$ cat src/rtl/dds_sweep_if.sv
// Configuration/handshake bundle between the command controller and the DDS sweep sequencer.
// The master drives the sweep configuration; the slave (sequencer) returns the phase increment and status.
interface dds_sweep_if #(
  parameter int unsigned DWELL_W = 24
) ();
  logic               start;
  logic               abort;
  logic               cont;
  logic [31:0]        f_start;
  logic [31:0]        f_stop;
  logic [31:0]        f_step;
  logic [DWELL_W-1:0] dwell;
  logic [31:0]        adder;
  logic               upd;
  logic               busy;
  logic               done;

  modport master (
    output start, abort, cont, f_start, f_stop, f_step, dwell,
    input  adder, upd, busy, done
  );

  modport slave (
    input  start, abort, cont, f_start, f_stop, f_step, dwell,
    output adder, upd, busy, done
  );
endinterface

$ cat src/rtl/dds_sweep.sv
// Linear frequency-sweep sequencer feeding the DDS phase-increment register.
// Steps adder from f_start to f_stop by f_step, holding each value dwell+1 clocks, single or continuous.
module dds_sweep #(
  parameter logic [31:0] ADDER_RST = 32'd1073741,
  parameter int unsigned DWELL_W   = 24
) (
  input  logic       clk,
  input  logic       rst,
  dds_sweep_if.slave bus
);

  typedef enum logic {
    IDLE  = 1'b0,
    DWELL = 1'b1
  } state_t;

  state_t             state_q, state_d;
  logic [31:0]        adder_q, adder_d;
  logic [DWELL_W-1:0] cnt_q, cnt_d;
  logic               upd_q, upd_d;
  logic               busy_q, busy_d;
  logic               done_q, done_d;
  logic               capture;

  logic [31:0]        start_s_q, start_s_d;
  logic [31:0]        stop_s_q, stop_s_d;
  logic [31:0]        step_s_q, step_s_d;
  logic [DWELL_W-1:0] dwell_s_q, dwell_s_d;
  logic               cont_s_q, cont_s_d;
  logic               up_s_q, up_s_d;

  // Next value, saturated at stop: any carry/borrow out of 32 bits, or landing on/past stop, clamps.
  function automatic logic [31:0] step_next(input logic [31:0] cur,
                                            input logic [31:0] step,
                                            input logic [31:0] stop,
                                            input logic        up);
    logic [32:0] nxt;
    nxt = 33'd0;
    if (step == 32'd0) begin
      return stop;
    end
    if (up) begin
      nxt = {1'b0, cur} + {1'b0, step};
      if (nxt[32] || (nxt[31:0] >= stop)) begin
        return stop;
      end
    end else begin
      nxt = {1'b0, cur} - {1'b0, step};
      if (nxt[32] || (nxt[31:0] <= stop)) begin
        return stop;
      end
    end
    return nxt[31:0];
  endfunction

  always_comb begin
    state_d = state_q;
    adder_d = adder_q;
    cnt_d   = cnt_q;
    upd_d   = 1'b0;
    done_d  = 1'b0;
    busy_d  = busy_q;
    capture = 1'b0;

    case (state_q)
      IDLE: begin
        if (bus.start && !bus.abort) begin
          capture = 1'b1;
          adder_d = bus.f_start;
          upd_d   = 1'b1;
          busy_d  = 1'b1;
          cnt_d   = bus.dwell;
          state_d = DWELL;
        end
      end

      DWELL: begin
        if (bus.abort) begin
          state_d = IDLE;
          busy_d  = 1'b0;
        end else if (cnt_q != '0) begin
          cnt_d = cnt_q - DWELL_W'(1);
        end else if (adder_q != stop_s_q) begin
          adder_d = step_next(adder_q, step_s_q, stop_s_q, up_s_q);
          upd_d   = 1'b1;
          cnt_d   = dwell_s_q;
        end else if (cont_s_q) begin
          // Wrap back to the first value with the normal step spacing.
          adder_d = start_s_q;
          upd_d   = 1'b1;
          cnt_d   = dwell_s_q;
        end else begin
          state_d = IDLE;
          busy_d  = 1'b0;
          done_d  = 1'b1;
        end
      end

      default: begin
        state_d = IDLE;
        busy_d  = 1'b0;
      end
    endcase
  end

  // Shadow copies of the configuration, frozen for the duration of a sweep.
  always_comb begin
    start_s_d = start_s_q;
    stop_s_d  = stop_s_q;
    step_s_d  = step_s_q;
    dwell_s_d = dwell_s_q;
    cont_s_d  = cont_s_q;
    up_s_d    = up_s_q;
    if (capture) begin
      start_s_d = bus.f_start;
      stop_s_d  = bus.f_stop;
      step_s_d  = bus.f_step;
      dwell_s_d = bus.dwell;
      cont_s_d  = bus.cont;
      up_s_d    = (bus.f_stop >= bus.f_start);
    end
  end

  always_ff @(posedge clk or negedge rst) begin
    if (!rst) begin
      state_q <= IDLE;
      adder_q <= ADDER_RST;
      cnt_q   <= '0;
      upd_q   <= 1'b0;
      busy_q  <= 1'b0;
      done_q  <= 1'b0;
    end else begin
      state_q <= state_d;
      adder_q <= adder_d;
      cnt_q   <= cnt_d;
      upd_q   <= upd_d;
      busy_q  <= busy_d;
      done_q  <= done_d;
    end
  end

  // Configuration is only read after a capture, so it needs no reset.
  always_ff @(posedge clk) begin
    start_s_q <= start_s_d;
    stop_s_q  <= stop_s_d;
    step_s_q  <= step_s_d;
    dwell_s_q <= dwell_s_d;
    cont_s_q  <= cont_s_d;
    up_s_q    <= up_s_d;
  end

  assign bus.adder = adder_q;
  assign bus.upd   = upd_q;
  assign bus.busy  = busy_q;
  assign bus.done  = done_q;

endmodule

$ cat src/flat_wrapper.sv
// flat-port wrapper written by rule: the top's interface ports become plain ports
module dds_sweep_flat 
#(
  parameter logic [31:0] ADDER_RST = 32'd1073741,
  parameter int unsigned DWELL_W   = 24
)
  (clk, rst, bus_start, bus_abort, bus_cont, bus_f_start, bus_f_stop, bus_f_step, bus_dwell, bus_adder, bus_upd, bus_busy, bus_done);
  dds_sweep_if #(.DWELL_W(DWELL_W)) bus_i ();
  input  logic clk;
  input  logic rst;
  input wire logic [$bits(bus_i.start)-1:0] bus_start;
  input wire logic [$bits(bus_i.abort)-1:0] bus_abort;
  input wire logic [$bits(bus_i.cont)-1:0] bus_cont;
  input wire logic [$bits(bus_i.f_start)-1:0] bus_f_start;
  input wire logic [$bits(bus_i.f_stop)-1:0] bus_f_stop;
  input wire logic [$bits(bus_i.f_step)-1:0] bus_f_step;
  input wire logic [$bits(bus_i.dwell)-1:0] bus_dwell;
  output wire logic [$bits(bus_i.adder)-1:0] bus_adder;
  output wire logic [$bits(bus_i.upd)-1:0] bus_upd;
  output wire logic [$bits(bus_i.busy)-1:0] bus_busy;
  output wire logic [$bits(bus_i.done)-1:0] bus_done;
  assign bus_i.start = bus_start;
  assign bus_i.abort = bus_abort;
  assign bus_i.cont = bus_cont;
  assign bus_i.f_start = bus_f_start;
  assign bus_i.f_stop = bus_f_stop;
  assign bus_i.f_step = bus_f_step;
  assign bus_i.dwell = bus_dwell;
  assign bus_adder = bus_i.adder;
  assign bus_upd = bus_i.upd;
  assign bus_busy = bus_i.busy;
  assign bus_done = bus_i.done;
  dds_sweep #(.ADDER_RST(ADDER_RST), .DWELL_W(DWELL_W)) u_core (.clk(clk), .rst(rst), .bus(bus_i));
endmodule
$ cat config.mk
export PLATFORM = sky130hd
export DESIGN_NAME = dds_sweep_flat
export DESIGN_NICKNAME = d
export VERILOG_FILES = /design/src/rtl/dds_sweep_if.sv /design/src/rtl/dds_sweep.sv /design/src/flat_wrapper.sv
export SDC_FILE = /design/constraint.sdc
export NUM_CORES = 1
export LEC_CHECK = 0
export CORE_ASPECT_RATIO = 0.6
export CORE_MARGIN = 2
export CORE_UTILIZATION = 55
export CTS_BUF_LIST = sky130_fd_sc_hd__clkbuf_4
export DETAILED_ROUTE_END_ITERATION = 16
export HOLD_SLACK_MARGIN = 0.08
export PLACE_DENSITY = 0.83
export SYNTH_ARGS = -nofsm -noshare
export SYNTH_HDL_FRONTEND = slang
export SYNTH_SLANG_ARGS = --single-unit
$ cat constraint.sdc
create_clock -name clk -period 10.96 [get_ports clk]
set_clock_uncertainty 0.15 [all_clocks]
set_input_delay 1.096 -clock clk [delete_from_list [all_inputs] [get_ports clk]]
set_output_delay 1.096 -clock clk [all_outputs]
set_load 0.02 [all_outputs]
# == After elaboration in Yosys (flattened, before gate mapping) ==
# Index checks and enable logic that the tools add are counted.
# word_totals
regBits,182
input_bits,125
out_inout_bits,35
# classes
n_addsub,3
magnitude_cmp,3
eq_ne,9
muxes,53
bitwise_logic,1
reduce_logical,9
# ops
cell,count
$mux 32,12
$mux 24,5
$ge 32x32->1,2
$pmux 32 s2,1
$pmux 24 s2,1
$add 32x32->33,1
$sub 32x32->33,1
$le 32x32->1,1
$logic_not 32->1,1
$ne 32x32->1,1
$mux 1,31
$reduce_bool 24->1,1
$sub 24x1->24 const B,1
$ne 3x3->1 const B,4
$reduce_and 4->1,2
$pmux 1 s2,3
$ne 2x2->1 const B,2
$ne 4x4->1 const B,1
$reduce_and 3->1,1
$logic_or 1x1->1,2
$ne 2x1->1 const B,1
$logic_and 1x1->1,1
$logic_not 1->1,1
$not 1->1,1

# == Depth between registers and ports, before layout ==
# depth
word_depth,17
ltp_mapped,26
mapped_depth_nobuf,25

# == Worst setup path after synthesis ==
# Ideal clock, no wire load.
# synth_timing
path_type,input-to-reg
start,input bus_start
end,register u_core.cont_s_q (enable)
setup_ps,605
arrival_ps,6265
path_slack_ps,3940
cell_stages,2
n_path_buf,0
cell_sequence,nand2b_1 nor2_1
# synth_via
elab_chain_len,3
# synth_rtl
element,line_no,text
from (decl),flat_wrapper.sv:11,input wire logic [$bits(bus_i.start)-1:0] bus_start;
$logic_and 1x1->1,dds_sweep.sv:67,if (bus.start && !bus.abort) begin
$mux 1,dds_sweep.sv:67,
$mux 1,dds_sweep.sv:65,case (state_q)
net u_core.capture,dds_sweep.sv:23,logic capture;
to (signal assigned),dds_sweep.sv:148,cont_s_q <= cont_s_d;
to (decl),dds_sweep.sv:29,"logic cont_s_q, cont_s_d;"
# The timed path passes the listed nets, and every way through them passes these cells.
# A chain may end at the register's enable or synchronous reset.

# == Worst setup path after layout ==
# layout_timing
start,register u_core.adder_q[0] (netlist: u_core.bus.adder[0])
end,register u_core.adder_q[9] (netlist: u_core.bus.adder[9])
# layout_via
elab_chain_len,16
word_cells_on_any_way,27
classes_between,add/sub (2); order compare (2); eq/ne (2); mux (18); reduce/logical (3)
# layout_rtl
element,line_no,text
from (decl),dds_sweep.sv:18,"logic [31:0] adder_q, adder_d;"
from (signal assigned),dds_sweep.sv:134,adder_q <= adder_d;
$sub 32x32->33 or $add 32x32->33 (tied branches),"dds_sweep.sv:48, dds_sweep.sv:43",
$le 32x32->1 or $ge 32x32->1 (tied branches),"dds_sweep.sv:49, dds_sweep.sv:44",
"$logic_or 1x1->1, on equally long branches","dds_sweep.sv:49, dds_sweep.sv:44",
"$mux 1, on equally long branches","dds_sweep.sv:49, dds_sweep.sv:44",
$mux 1 (2 in a row),dds_sweep.sv:42,if (up) begin
$mux 1,dds_sweep.sv:83,end else if (adder_q != stop_s_q) begin
$mux 1,dds_sweep.sv:81,end else if (cnt_q != '0) begin
$mux 1,dds_sweep.sv:78,if (bus.abort) begin
$mux 1,dds_sweep.sv:65,
$mux 32,dds_sweep.sv:53,return nxt[31:0];
$mux 32,dds_sweep.sv:42,
$mux 32,dds_sweep.sv:83,
$mux 32,dds_sweep.sv:81,
$mux 32,dds_sweep.sv:78,
$pmux 32 s2,dds_sweep.sv:65,
# Several ways; a longest one is shown, not always the timed one. The select of a mux whose other input is x is not followed.

==> flow_summary.ini <==
[power]
powerDensity_nw_per_um2 = 172
peakVddDrop_v = 0.0000753
p_leak_uw = 0.00682

[final_layout]
fillCellCount = 2162
drive_gt1_frac = 0.0471
area_growth_pct = 14.7
stdcell_area_sq_um = 16500
final_cell_mix = 162 x ha_1, 158 x clkdlybuf4s50_1, 149 x a21oi_1
nets = 1953
final_common_cell = ha_1
fin_cells = 2031

[grt]
grt_max_degree = 61
first_global_vias = 11920
overflow = 0
grt_pass1_wl_mm = 73.2
grt_antenna_before_repair = 2
grt_usage = 0.363

[sta]
period_needed_ns = 6.99
fin_setup_tns_ns = 0
finalSetupViolCount = 0
hold_viol_final = 0
min_period_over_period = 0.638
rsz0062_at_grt = no
drv_slew = 0
fmax_mhz = 143
relSlewSlack = 0.197
tightest_slew_ns = 1.20

[clocking]
postCtsSetupBuffers = 0
root_buffer = clkbuf_4
ctsHoldBuffers = 0
cts.path.max_buffers = 2
cts.sinks = 182
clk_pin_slew_ns = 0.17
worstSkewPairLatency_ns = 0.70
cts_buffers = 17
h-tree-depth = 4
cts_tree = yes
cts_resized = 0

[die]
die-area_sq_um = 27500
dieWidth_um = 213
row_count = 45
die_h_um = 129
coreArea_sq_um = 25500
start_util = 0.564
io_pins = 160

[worst_setup_path]
critPathKind = reg2reg
crit_path_frequent_cell = a21oi_1
endpoint_kind = register
cp-start-kind = register
critPathMaxFanout = 37
required_ns = 11.42
slowest_stage = dfstp_2
cp.arrival_ns = 7.45
cp_slowest_stage_delay_ns = 0.62

[detailed_routing]
first_iter_violations = 1706
first_pass_iters = 5
avgViaCountPerCell = 6.29
wl_mm = 48.8
drt_drc_violations_left = 0
dr_total_vias = 12766
wl_per_cell_um = 24.0
ant_nets = 0

[logic_synthesis]
yosysUniqueCellTypes = 72
netlist_instances = 1537
yosysWarnings = 0
syn_area_sq_um = 14400
syn_area_per_cell_sq_um = 9.37
ys_ff_latch = 182
synth_fp_nets = 1826
synthArstFlopShare = 0.330
ys_seq_area_frac = 0.359
yosys_most_used_dff = edfxtp_1
synth-edff-count = 122

[worst_hold_path]
hold_class = reg2reg

[placed_design]
dp_cells = 1997
io_buffers = 159
place.gp.congestion = 1.05
dp.final_hpwl_mm = 37.9
placed_area_sq_um = 16200

[status]
status = complete, no violations

[run]
cap_viol_max_count = 0
## logic make-up after synthesis
family          count (synthesis)  share of synthesized area
fa+ha+maj                     164                      0.144
compound gates                409                      0.184
xor+xnor                      120                     0.0730
flops                         182                      0.359
simple gates                  394                      0.135
mux                            72                     0.0501
buf+inv                       196                     0.0543
## metal layers
layer	track usage	up-vias	wire (um)
li1	-	5828	-
met1	0.582	6106	23300
met2	0.468	770	18400
met3	0.105	60	6310
met4	0.0823	2	812
met5	0	-	11
## final timing paths
check	from	to	slack, ns	cells past startpoint
min	u_core.start_s_q[3]$_DFFE_PP_	u_core.bus.adder[3]$_DFFE_PN1P_	0.36	2
max	u_core.bus.adder[0]$_DFFE_PN1P_	u_core.bus.adder[9]$_DFFE_PN1P_	3.97	26
max in group asynchronous	rst	u_core.cnt_q[22]$_DFFE_PN0P_	9.62	2
min reg2reg	u_core.start_s_q[3]$_DFFE_PP_	u_core.bus.adder[3]$_DFFE_PN1P_	0.36	2
max reg2reg	u_core.bus.adder[0]$_DFFE_PN1P_	u_core.bus.adder[9]$_DFFE_PN1P_	3.97	26
min in group asynchronous	rst	u_core.cnt_q[8]$_DFFE_PN0P_	0.43	2
## registers in the layout, summed over array words and instances, names as in the netlist
register and flops:
u_core.dwell_s_q 24, u_core.bus.done 1, u_core.stop_s_q 32, u_core.bus.adder 32, u_core.state_q 1, u_core.bus.upd 1, u_core.cnt_q 24, u_core.step_s_q 32
u_core.start_s_q 32, u_core.up_s_q 1, u_core.bus.busy 1, u_core.cont_s_q 1
## per-stage QoR
stage / total power, uW / setup WS (ns) / hold slack, ns / utilization
4_1_cts: 2790 / 4.27 / 0.359 / 0.647
3_5_place_dp: 2420 / 4.35 / 0.348 / 0.637
5_1_grt: 3000 / 3.67 / 0.390 / 0.647
2_1_floorplan: 1920 / 3.94 / 0.316 / -
6_report: 2840 / 3.97 / 0.359 / 0.647
3_3_place_gp: 2390 / 4.43 / 0.332 / 0.637
## final cells by class
class | count | area, sq um | share of cell area
diodes | 2 | 5.00 | 0.000303
clock buffers | 18 | 135 | 0.00819
clock inverters | 14 | 120 | 0.00728
inverters | 132 | 495 | 0.0300
multi-input cells | 1159 | 8450 | 0.512
flip-flops and latches | 182 | 5180 | 0.314
well taps | 352 | 440 | 0.0267
repair buffers | 172 | 1680 | 0.102
## report_power, final
part           leakage, uW  internal [uW]  switching (uW)  total (uW)
Combinational      0.00488            625             931        1560
Sequential         0.00181            807             105         912
Clock             0.000137           97.7             278         375
Total              0.00682           1530            1310        2840
## cell usage after synthesis, types with 6 or more instances
cell        n  area share
nand4_1    28       0.012
inv_1     128       0.033
nor2_1    125       0.033
edfxtp_1  122        0.25
or3_1      18      0.0078
mux2i_1    72       0.050
nor2b_1    22      0.0096
nand2b_1   28       0.012
clkbuf_1   50       0.013
a21oi_1   149       0.052
nand2_1    79       0.021
nor3_1     30       0.010
dfstp_2     8       0.015
dfrtp_1    52       0.090
a211o_1     7      0.0043
o21ai_0    76       0.026
a31oi_1    21      0.0091
o21bai_1    7      0.0037
a21boi_0    6      0.0031
o31ai_1    12      0.0063
o221ai_1   10      0.0061
a211oi_1   13      0.0068
o21ai_1     6      0.0021
ha_1      162        0.14
nor4_1     16      0.0070
nand3_1    16      0.0056
o211ai_1   13      0.0068
buf_2       7      0.0024
xnor2_1   105       0.064
o21a_1      6      0.0031
a21o_1     33       0.017
xor2_1     15      0.0091
## worst max-delay path: cells and delay by family, from the launching register on
family	cells	cell delay [ns]
AO/OA/AOI/OAI	14	3.20
XOR/XNOR	1	0.15
adder cells (fa/ha/maj)	3	0.79
buffers and inverters	3	0.64
flip-flops	1	0.62
multiplexers	2	0.40
AND/OR/NAND/NOR	3	0.91
(Power assumes the default switching activity.)
